### src/rtl/programmable_timer.sv
// Programmable interval timer: period N, prescale P, one-shot or periodic.
// Emits a registered one-clock pulse t on each expiry; done is sticky for one-shot.
module programmable_timer #(
    parameter int WIDTH     = 16,
    parameter int PRE_WIDTH = 8
) (
    input  logic                 clock,
    input  logic                 reset,
    input  logic                 start,
    input  logic                 stop,
    input  logic [WIDTH-1:0]     load_value,
    input  logic [PRE_WIDTH-1:0] prescale,
    input  logic                 periodic,
    output logic                 t,
    output logic                 running,
    output logic [WIDTH-1:0]     count,
    output logic                 done
);

    typedef enum logic {IDLE, RUN} state_t;

    state_t               state_q, state_d;
    logic [WIDTH-1:0]     count_q, count_d;
    logic [WIDTH-1:0]     n_r, n_d;
    logic [PRE_WIDTH-1:0] pre_q, pre_d;
    logic [PRE_WIDTH-1:0] p_r, p_d;
    logic                 mode_r, mode_d;
    logic                 t_q, t_d;
    logic                 done_q, done_d;

    // NOTE: non-blocking assignments only in clocked blocks, so every register
    // samples the values from before the edge regardless of statement order.
    always_ff @(posedge clock or posedge reset) begin
        if (reset) begin
            state_q <= IDLE;
            count_q <= '0;
            n_r     <= '0;
            pre_q   <= '0;
            p_r     <= '0;
            mode_r  <= 1'b0;
            t_q     <= 1'b0;
            done_q  <= 1'b0;
        end else begin
            state_q <= state_d;
            count_q <= count_d;
            n_r     <= n_d;
            pre_q   <= pre_d;
            p_r     <= p_d;
            mode_r  <= mode_d;
            t_q     <= t_d;
            done_q  <= done_d;
        end
    end

    always_comb begin
        // NOTE: every output of this block gets a hold/default value first,
        // so no path through the branches below can infer a latch.
        state_d = state_q;
        count_d = count_q;
        n_d     = n_r;
        pre_d   = pre_q;
        p_d     = p_r;
        mode_d  = mode_r;
        t_d     = 1'b0;
        done_d  = done_q;

        if (stop) begin
            state_d = IDLE;
        end else if (start) begin
            // Arm or restart from the full period; an aborted interval emits no t.
            state_d = RUN;
            count_d = load_value;
            n_d     = load_value;
            p_d     = prescale;
            mode_d  = periodic;
            pre_d   = '0;
            done_d  = 1'b0;
        end else if (state_q == RUN) begin
            if (pre_q == p_r) begin
                pre_d = '0;
                if (count_q != '0) begin
                    count_d = count_q - 1'b1;
                end else begin
                    t_d = 1'b1;
                    if (mode_r) begin
                        count_d = n_r;
                    end else begin
                        state_d = IDLE;
                        done_d  = 1'b1;
                    end
                end
            end else begin
                pre_d = pre_q + 1'b1;
            end
        end
    end

    assign t       = t_q;
    assign running = (state_q == RUN);
    assign count   = count_q;
    assign done    = done_q;

endmodule

### config.mk
export PLATFORM = sky130hd
export DESIGN_NAME = programmable_timer
export DESIGN_NICKNAME = d
export VERILOG_FILES = /design/src/rtl/programmable_timer.sv
export SDC_FILE = /design/constraint.sdc
export NUM_CORES = 1
export LEC_CHECK = 0
export ABC_AREA = 0
export CAP_MARGIN = 20
export CORE_MARGIN = 1
export CORE_UTILIZATION = 40
export CTS_BUF_LIST = sky130_fd_sc_hd__clkbuf_8 sky130_fd_sc_hd__clkbuf_16
export DETAILED_ROUTE_END_ITERATION = 8
export GPL_TIMING_DRIVEN = 0
export PLACE_DENSITY = 0.65
export SKIP_LAST_GASP = 1
export SYNTH_ARGS = -nofsm -noshare
export SYNTH_HDL_FRONTEND = slang
export SYNTH_SLANG_ARGS = --single-unit
export TNS_END_PERCENT = 30
### constraint.sdc
create_clock -name clock -period 3.3 [get_ports clock]
set_input_delay 0.66 -clock clock [delete_from_list [all_inputs] [get_ports clock]]
set_output_delay 0.66 -clock clock [all_outputs]
set_load 0.02 [all_outputs]
==> metrics.cfg, run 1 <==
[drt]
drc=0
antenna_left=0
drt_iter0_drc=152
dr.pass1.iters=4
wire_per_inst_microns=15.7
routed_wl_microns=6590
via_per_inst=5.37
via_count=2256

[synth]
synth-adder-area-share=0.0135
synth_compound_area_frac=0.140
synth.distinct_cells=39
synthSimpleGateAreaFrac=0.168
syn_inst=284
yosysTopAreaCell=dfrtp_1
synth_common_cells=dfrtp_1 (52), nor2_1 (36), a21oi_1 (29)
async_flop_share=1.00
synth_top_area_share=0.468
yosysMostFrequentCell=dfrtp_1
synth_nets=316
synth_top_family_by_area=simple AND/OR/NAND/NOR gates
synth-xor-area-share=0.0724
ys.flop_type=dfrtp_1
seq_area_frac_synth=0.468
synth_area_sq_mm=0.00278
synth_warnings=0
postSynthAreaPerCell_sq_um=9.80
synthMuxAreaShare=0.103
synth_edf_count=0
synthTopCellsByArea=dfrtp_1 (47%), mux2_2 (9.7%), a21oi_1 (5.2%)
ys_ff_latch=52

[grt]
antenna_found_initial=0
grt_pass1_wl_microns=11500
grt_pass1_vias=2225
grt_max_degree=34
track_usage=0.200
overflow=0

[sta]
fin_crit_sh=0.853
rsz0062_at_grt=false
hold_viol=0
slew_violations=0
fin_crit_ns=2.82
setup_tns_ns=0
slew_headroom=0.395
fmax_mhz=355
setup_viol=0
worst_slew_pin_slew_ns=0.899
fin_skew_ns=0.00604

[outcome]
status=complete, no violations

[place]
dp.cells=412
numPortBuffers=47
placed_area_sq_mm=0.00337
hpwl_microns=4850
gp_congestion=0.874

[worst_setup_path]
rr_worst_depth=8
critical_path_buf_inv_count=3
endpoint=n_r[8]$_DFFE_PP0P_
path_max_fanout=10
reg2reg_from=count[6]$_DFFE_PP0P_
slowest_stage=nor2_1
worstPathArrival_ns=3.02
critPathTopFamily=buffers and inverters
path_cells=clkdlybuf4s50_1 > inv_1 > nor2_1 > clkbuf_1 > mux2_2
worstSetupEndpointType=flop
critPathLaunch=start
rrSetupSlack_ns=0.58
r2r-end=count[12]$_DFFE_PP0P_
start_kind=input pin
required_ns=3.50
crit_type=in2reg
cpPeakStageDelay_ns=0.68
cp.depth=5

[cells_and_area]
drive_gt1_frac=0.126
antenna_cells=0
num-nets-final=371
area_delta_synth_final_pct=25.4
fin_util=0.516
seqCellArea_sq_mm=0.00130
multi_input_area_sq_mm=0.00138
fill_cells=636
finalNonFillerCells=420
finish.instance_area_sq_mm=0.00349

[pwr]
cellPowerDensity_mw_per_mm2=513
power_leakage_nw=1.41
p_int_mw=1.22
power_frac_comb=0.267
p_sw_mw=0.572
total_power_mw=1.79
p_sw_frac=0.319
pwr-share-clk=0.254
p_seq_frac=0.479
peakVddDrop_mv=0.205

[floorplan]
die_x_microns=85.4
dieHeight_microns=85.4
core_sq_mm=0.00676
num_io_pins=48
rows=30
die_area_sq_mm=0.00729
start_util=0.412

[clock_network]
cts_tree=done
root_buffer=clkbuf_8
cts_resized=0
path_clk_slew_ns=0.10
clkSinkCount=52
cts_inserted_buffers=5
insertion_delay_ns=0.31
clock_path_buffers=2
cts_hold_buf=0
cts_setup_buffers=0
cts.htree.levels=2

[worst_hold_path]
min_path_type=reg2reg

[flow_run]
max_cap_viol_count=0

[cell families (layout without fill, tap and decap cells)]
| kind of cell | after synthesis | count (layout) |
|---|---|---|
| AO/OA/AOI/OAI | 64 | 64 |
| multiplexers | 25 | 25 |
| AND/OR/NAND/NOR | 97 | 97 |
| adder cells (fa/ha/maj) | 3 | 3 |
| flip-flops | 52 | 52 |
| XOR/XNOR | 23 | 23 |
| buffers and inverters | 20 | 76 |
[registers in the layout, indices dropped and copies added (netlist names)]
signal and count:
running 1, t 1, n_r 16, count 16, p_r 8, pre_q 8
done 1, mode_r 1
[metal layers]
metal / global-route usage / part of all wire / wire length (microns) / vias to the layer above
li1: - / - / - / 1123
met1: 0.309 / 0.50 / 3300 / 1080
met2: 0.294 / 0.45 / 2950 / 47
met3: 0.0292 / 0.041 / 273 / 6
met4: 0.0455 / 0.0094 / 62 / 0
met5: 0 / 0 / 0 / -
[power by group through the flow]
stage                     Clock [mW]  Sequential, mW  Combinational (mW)
after floorplan                    0           0.895               0.241
after global placement             0           0.868               0.469
after detailed placement           0           0.869               0.479
after CTS                      0.463           0.858               0.482
after global routing           0.495           0.879               0.527
final                          0.454           0.858               0.478
[placed cells by master, fill, tap and decap left out, types with 5 or more instances in the layout]
cell type        netlist  routed
clkbuf_1               8       8
and3_1                 5       5
nand3_1               10      10
dfrtp_1               52      52
nor3_1                 8       8
a21oi_1               29      29
nand4_1                5       5
clkbuf_8               0       5
clkdlybuf4s50_1        0      47
a211oi_1               6       6
xor2_1                 9       9
nand2_1               18      18
xnor2_1               14      14
nor2_1                36      36
mux2_2                24      24
inv_1                  8       7
o21ai_0               11      11
[layout make-up]
| class | count | share of cell area |
|---|---|---|
| Tap cell | 80 | 0.0287 |
| Clock buffer | 5 | 0.0197 |
| Multi-Input combinational cell | 212 | 0.396 |
| Clock inverter | 3 | 0.0133 |
| Inverter | 8 | 0.00861 |
| Sequential cell | 52 | 0.373 |
| Timing Repair Buffer | 48 | 0.141 |
| Buffer | 12 | 0.0197 |
[worst min-delay path: stages (launching register included)]
cell	delay, ns
dfrtp_1	0.37
a21oi_1	0.05
nor2_1	0.07
[worst min-delay path by stage]
stage | from | end | slack (ns) | cells after the start
detailed placement | done$_DFFE_PP0P_ | done$_DFFE_PP0P_ | 0.49 | 2
global placement | done$_DFFE_PP0P_ | done$_DFFE_PP0P_ | 0.49 | 2
finish | done$_DFFE_PP0P_ | done$_DFFE_PP0P_ | 0.52 | 2
floorplan | n_r[5]$_DFFE_PP0P_ | n_r[5]$_DFFE_PP0P_ | 0.48 | 1
global route | n_r[4]$_DFFE_PP0P_ | n_r[4]$_DFFE_PP0P_ | 0.55 | 1
CTS | done$_DFFE_PP0P_ | done$_DFFE_PP0P_ | 0.52 | 2
[metrics by stage]
stage | hold WS (ns) | setup WS [ns]
2_1_floorplan | 0.475 | 0.644
3_3_place_gp | 0.485 | 0.155
3_5_place_dp | 0.494 | 0.123
4_1_cts | 0.519 | 0.440
5_1_grt | 0.547 | 0.241
6_report | 0.520 | 0.484
(Power assumes the default switching activity.)
==> inputs of run 2 (changes only) <==
==> constraint.sdc (replaced) <==
create_clock -name clock -period 2.9 [get_ports clock]
set_input_delay 0.58 -clock clock [delete_from_list [all_inputs] [get_ports clock]]
set_output_delay 0.58 -clock clock [all_outputs]
set_load 0.02 [all_outputs]
==> run 2 against run 1 <==
Compared with the run above:
- clock skew shrank 0.0017 ns
- combinational power grew 14%
- sequential share of layout area barely moved
- critical path depth up 3
- clock-buffer cell count is the same
- cell area about the same
- critical endpoint is now count[12]$_DFFE_PP0P_
- highest routed layer unchanged
==> metrics.cfg, run 2 (synthesis results as in run 1) <==
[outcome]
status=complete, no violations

[clock_network]
cts_inserted_buffers=5
path_clk_slew_ns=0.10
clock_path_buffers=2
clkSinkCount=52
insertion_delay_ns=0.31
cts.htree.levels=2
root_buffer=clkbuf_8
cts_tree=done
cts_hold_buf=0

[grt]
grt_pass1_vias=2225
track_usage=0.200
grt_max_degree=34
grt_pass1_wl_microns=11500
antenna_found_initial=0
overflow=0

[worst_hold_path]
min_path_type=reg2reg
hold_depth=1
holdPathEnd=n_r[9]$_DFFE_PP0P_
min-delay-start=n_r[9]$_DFFE_PP0P_

[worst_setup_path]
crit_type=reg2reg
worstSetupEndpointType=flop
rrSetupSlack_ns=0.17
start_kind=flop
worstPathArrival_ns=2.97
path_max_fanout=10
reg2reg_from=count[6]$_DFFE_PP0P_
required_ns=3.14
rr_worst_depth=8
r2r-end=count[12]$_DFFE_PP0P_

[drt]
dr.pass1.iters=4
drt_iter0_drc=158
routed_wl_microns=6560
via_per_inst=5.35
antenna_left=0
wire_per_inst_microns=15.6
drc=0
via_count=2245

[cells_and_area]
drive_gt1_frac=0.129
num-nets-final=371
final_common_cell=dfrtp_1
antenna_cells=0
area_delta_synth_final_pct=25.4
layout_common_cells=dfrtp_1 (52), clkdlybuf4s50_1 (47), nor2_1 (35)

[pwr]
total_power_mw=2.03
cellPowerDensity_mw_per_mm2=583
peakVddDrop_mv=0.234
power_leakage_nw=1.41

[floorplan]
dieHeight_microns=85.4
start_util=0.412
die_area_sq_mm=0.00729
die_x_microns=85.4
core_sq_mm=0.00676
num_io_pins=48
rows=30

[sta]
slew_headroom=0.391
slew_violations=0
fmax_mhz=366
fin_skew_ns=0.00438
hold_viol=0
worst_slew_pin_slew_ns=0.906
setup_viol=0
fin_crit_sh=0.942
setup_tns_ns=0
rsz0062_at_grt=false
fin_crit_ns=2.73

[place]
gp_congestion=0.874
numPortBuffers=47
hpwl_microns=4850

[flow_run]
max_cap_viol_count=0

[run 2: cell count changes in the layout (fill, tap and decap cells not counted)]
cell / delta
nor2_2: +1
nor2_1: -1
[run 2: timing repair]
item	CTS	global route
gates resized for setup	0	1
endpoints found under the setup margin	0	16
setup buffers	0	0
[run 2: worst max path at each step]
stage / start / end / slack (ns) / cells after the start
5_1_grt: count[2]$_DFFE_PP0P_ / count[9]$_DFFE_PP0P_ / 0.004 / 6
3_3_place_gp: start / n_r[8]$_DFFE_PP0P_ / -0.16 / 5
2_1_floorplan: count[6]$_DFFE_PP0P_ / count[5]$_DFFE_PP0P_ / 0.24 / 7
6_report: count[6]$_DFFE_PP0P_ / count[12]$_DFFE_PP0P_ / 0.17 / 8
3_5_place_dp: start / n_r[8]$_DFFE_PP0P_ / -0.20 / 5
4_1_cts: start / n_r[8]$_DFFE_PP0P_ / 0.12 / 5
[run 2: cell type report]
cell class / count / area [sq um]
fillers: 637 / 3270
plain buffers: 12 / 68.8
clock buffers: 5 / 68.8
multi-input cells: 212 / 1390
well taps: 80 / 100
clock inverters: 3 / 46.3
repair buffers: 48 / 490
inverters: 8 / 30.0
flip-flops and latches: 52 / 1300
[run 2: per-layer routing]
layer	global-route usage	part of all wire	up-vias	wire, microns
li1	-	-	1123	-
met1	0.309	0.49	1069	3250
met2	0.294	0.45	49	2970
met3	0.0292	0.045	4	293
met4	0.0455	0.0075	0	49
met5	0	0	-	0
[run 2: metrics by stage]
step | cells | instance area [sq um] | hold WS [ns] | setup WS, ns | util
2_1_floorplan | 284 | 2780 | 0.475 | 0.244 | -
3_3_place_gp | 411 | 3350 | 0.485 | -0.165 | 0.496
3_5_place_dp | 412 | 3370 | 0.494 | -0.197 | 0.499
4_1_cts | 420 | 3490 | 0.519 | 0.120 | 0.516
5_1_grt | 420 | 3490 | 0.547 | 0.00370 | 0.517
6_report | 420 | 3490 | 0.520 | 0.168 | 0.517
[run 2: worst max-delay path: stages (launching register included)]
cell and delay, ns:
dfrtp_1 0.48, or4_4 0.60, or4_4 0.55, buf_6 0.15
o31a_1 0.27, o21ai_2 0.10, buf_2 0.28, a21oi_1 0.06
a21oi_1 0.17
[run 2: power breakdown]
part,total (mW),leakage [nW],switching [mW],internal (mW)
combinational,0.544,0.725,0.254,0.290
clock,0.515,0.0548,0.255,0.260
sequential,0.976,0.626,0.140,0.836
total,2.03,1.41,0.648,1.39
==> inputs of run 3 (changes only) <==
--- a/config.mk
+++ b/config.mk
@@ -11,7 +11,6 @@
 export CORE_UTILIZATION = 40
 export CTS_BUF_LIST = sky130_fd_sc_hd__clkbuf_8 sky130_fd_sc_hd__clkbuf_16
 export DETAILED_ROUTE_END_ITERATION = 8
-export GPL_TIMING_DRIVEN = 0
 export PLACE_DENSITY = 0.65
 export SKIP_LAST_GASP = 1
 export SYNTH_ARGS = -nofsm -noshare
==> run 3 against run 2 <==
Compared with the run above:
- fmax grew 1.8%
- register-to-register slack gained 0.05 ns
- clock power up 8.7%
- highest routed layer unchanged
==> metrics.cfg, run 3 (synthesis results as in run 1) <==
[worst_hold_path]
min_path_type=reg2reg
min-delay-start=done$_DFFE_PP0P_

[clock_network]
root_buffer=clkbuf_8
cts_hold_buf=0
cts_setup_buffers=0
clock_path_buffers=2
insertion_delay_ns=0.32
cts_resized=0
cts_tree=done
cts.htree.levels=2
path_clk_slew_ns=0.10
clkSinkCount=52
cts_inserted_buffers=5

[drt]
via_per_inst=5.49
met3WireLength_microns=224
dr.max_layer_used=met4
routed_wl_microns=6560
via_count=2311
wl_met2_microns=2930
wire_per_inst_microns=15.6
drt_iter0_drc=97
drc=0
met1_length_microns=3330
antenna_left=0
dr.pass1.iters=4

[cells_and_area]
antenna_cells=0
drive_gt1_frac=0.155
final_common_cell=dfrtp_1
fill_cells=626
num-nets-final=372
area_delta_synth_final_pct=26.4
layout_common_cells=dfrtp_1 (52), clkdlybuf4s50_1 (47), nor2_1 (35)

[worst_setup_path]
reg2reg_from=count[0]$_DFFE_PP0P_
critPathLaunch=count[0]$_DFFE_PP0P_
slowest_stage=dfrtp_1
cpPeakStageDelay_ns=0.45
required_ns=3.11
worstPathArrival_ns=2.89
start_kind=flop
crit_type=reg2reg
path_cells=inv_1 > ha_1 > or3b_2 > or4_4 > o31a_1 > o21a_1 > buf_4 > o21ai_0 > o21ai_0
worstSetupEndpointType=flop
path_common_cell=o21ai_0
path_max_fanout=11

[sta]
fin_crit_sh=0.925
slew_violations=0
setup_tns_ns=0
worst_slew_pin_slew_ns=0.668
fmax_mhz=373
slew_headroom=0.554
fin_crit_ns=2.68
rsz0062_at_grt=false
setup_viol=0
fin_skew_ns=0.0156
hold_viol=0

[pwr]
total_power_mw=2.10
cellPowerDensity_mw_per_mm2=597
peakVddDrop_mv=0.398
power_leakage_nw=1.44

[place]
gp_congestion=0.819
numPortBuffers=47
hpwl_microns=4610

[grt]
grt_pass1_vias=2259
grt_max_degree=53
track_usage=0.187
antenna_found_initial=0
overflow=0
grt_pass1_wl_microns=10900

[floorplan]
num_io_pins=48
dieHeight_microns=85.4
die_area_sq_mm=0.00729
core_sq_mm=0.00676
die_x_microns=85.4
rows=30
start_util=0.412

[outcome]
status=complete, no violations

[flow_run]
max_cap_viol_count=0

==> run 3: critical path: cells and delay by family (launching register included) <==
family	cells	cell delay [ns]
buffers and inverters	2	0.37
adder cells (fa/ha/maj)	1	0.19
AO/OA/AOI/OAI	4	0.69
AND/OR/NAND/NOR	2	0.88
flip-flops	1	0.45
==> run 3: power breakdown <==
part           switching, mW  leakage (nW)  internal, mW
sequential             0.122         0.626         0.836
combinational          0.279         0.754         0.305
clock                  0.255        0.0645         0.305
total                  0.656          1.44          1.45
==> run 3: layout make-up <==
type	instances	area (sq um)	area share
tap	80	100	0.0284
timing repair buffer	61	576	0.164
sequential	52	1300	0.370
clock inverter	1	30.0	0.00853
clock buffer	7	96.3	0.0274
inverter	8	30.0	0.00853
multi-input combinational	212	1390	0.394
==> run 3: worst paths after layout <==
| check | to | slack [ns] | depth (start not counted) |
|---|---|---|---|
| setup reg to reg | count[13]$_DFFE_PP0P_ | 0.22 | 9 |
| min in group asynchronous | count[13]$_DFFE_PP0P_ | 0.77 | 3 |
| max in group asynchronous | n_r[0]$_DFFE_PP0P_ | 1.69 | 3 |
| setup / recovery | count[13]$_DFFE_PP0P_ | 0.22 | 9 |
| hold / removal | done$_DFFE_PP0P_ | 0.50 | 2 |
| hold reg to reg | done$_DFFE_PP0P_ | 0.50 | 2 |
==> run 3: per-layer routing <==
metal / up-vias / global-route usage
met4: 0 / 0.0455
met2: 36 / 0.287
met5: - / 0
met3: 9 / 0.0340
met1: 1141 / 0.274
li1: 1125 / -
==> run 3: stage by stage <==
step | hold WS [ns] | worst slack (ns) | instance area, sq um | std cells | utilization
floorplan | 0.475 | 0.244 | 2780 | 284 | -
global placement | 0.477 | 0.298 | 3390 | 413 | 0.502
detailed placement | 0.491 | 0.239 | 3390 | 413 | 0.502
CTS | 0.516 | 0.216 | 3520 | 421 | 0.521
global route | 0.542 | 0.0485 | 3520 | 421 | 0.521
finish | 0.504 | 0.216 | 3520 | 421 | 0.521
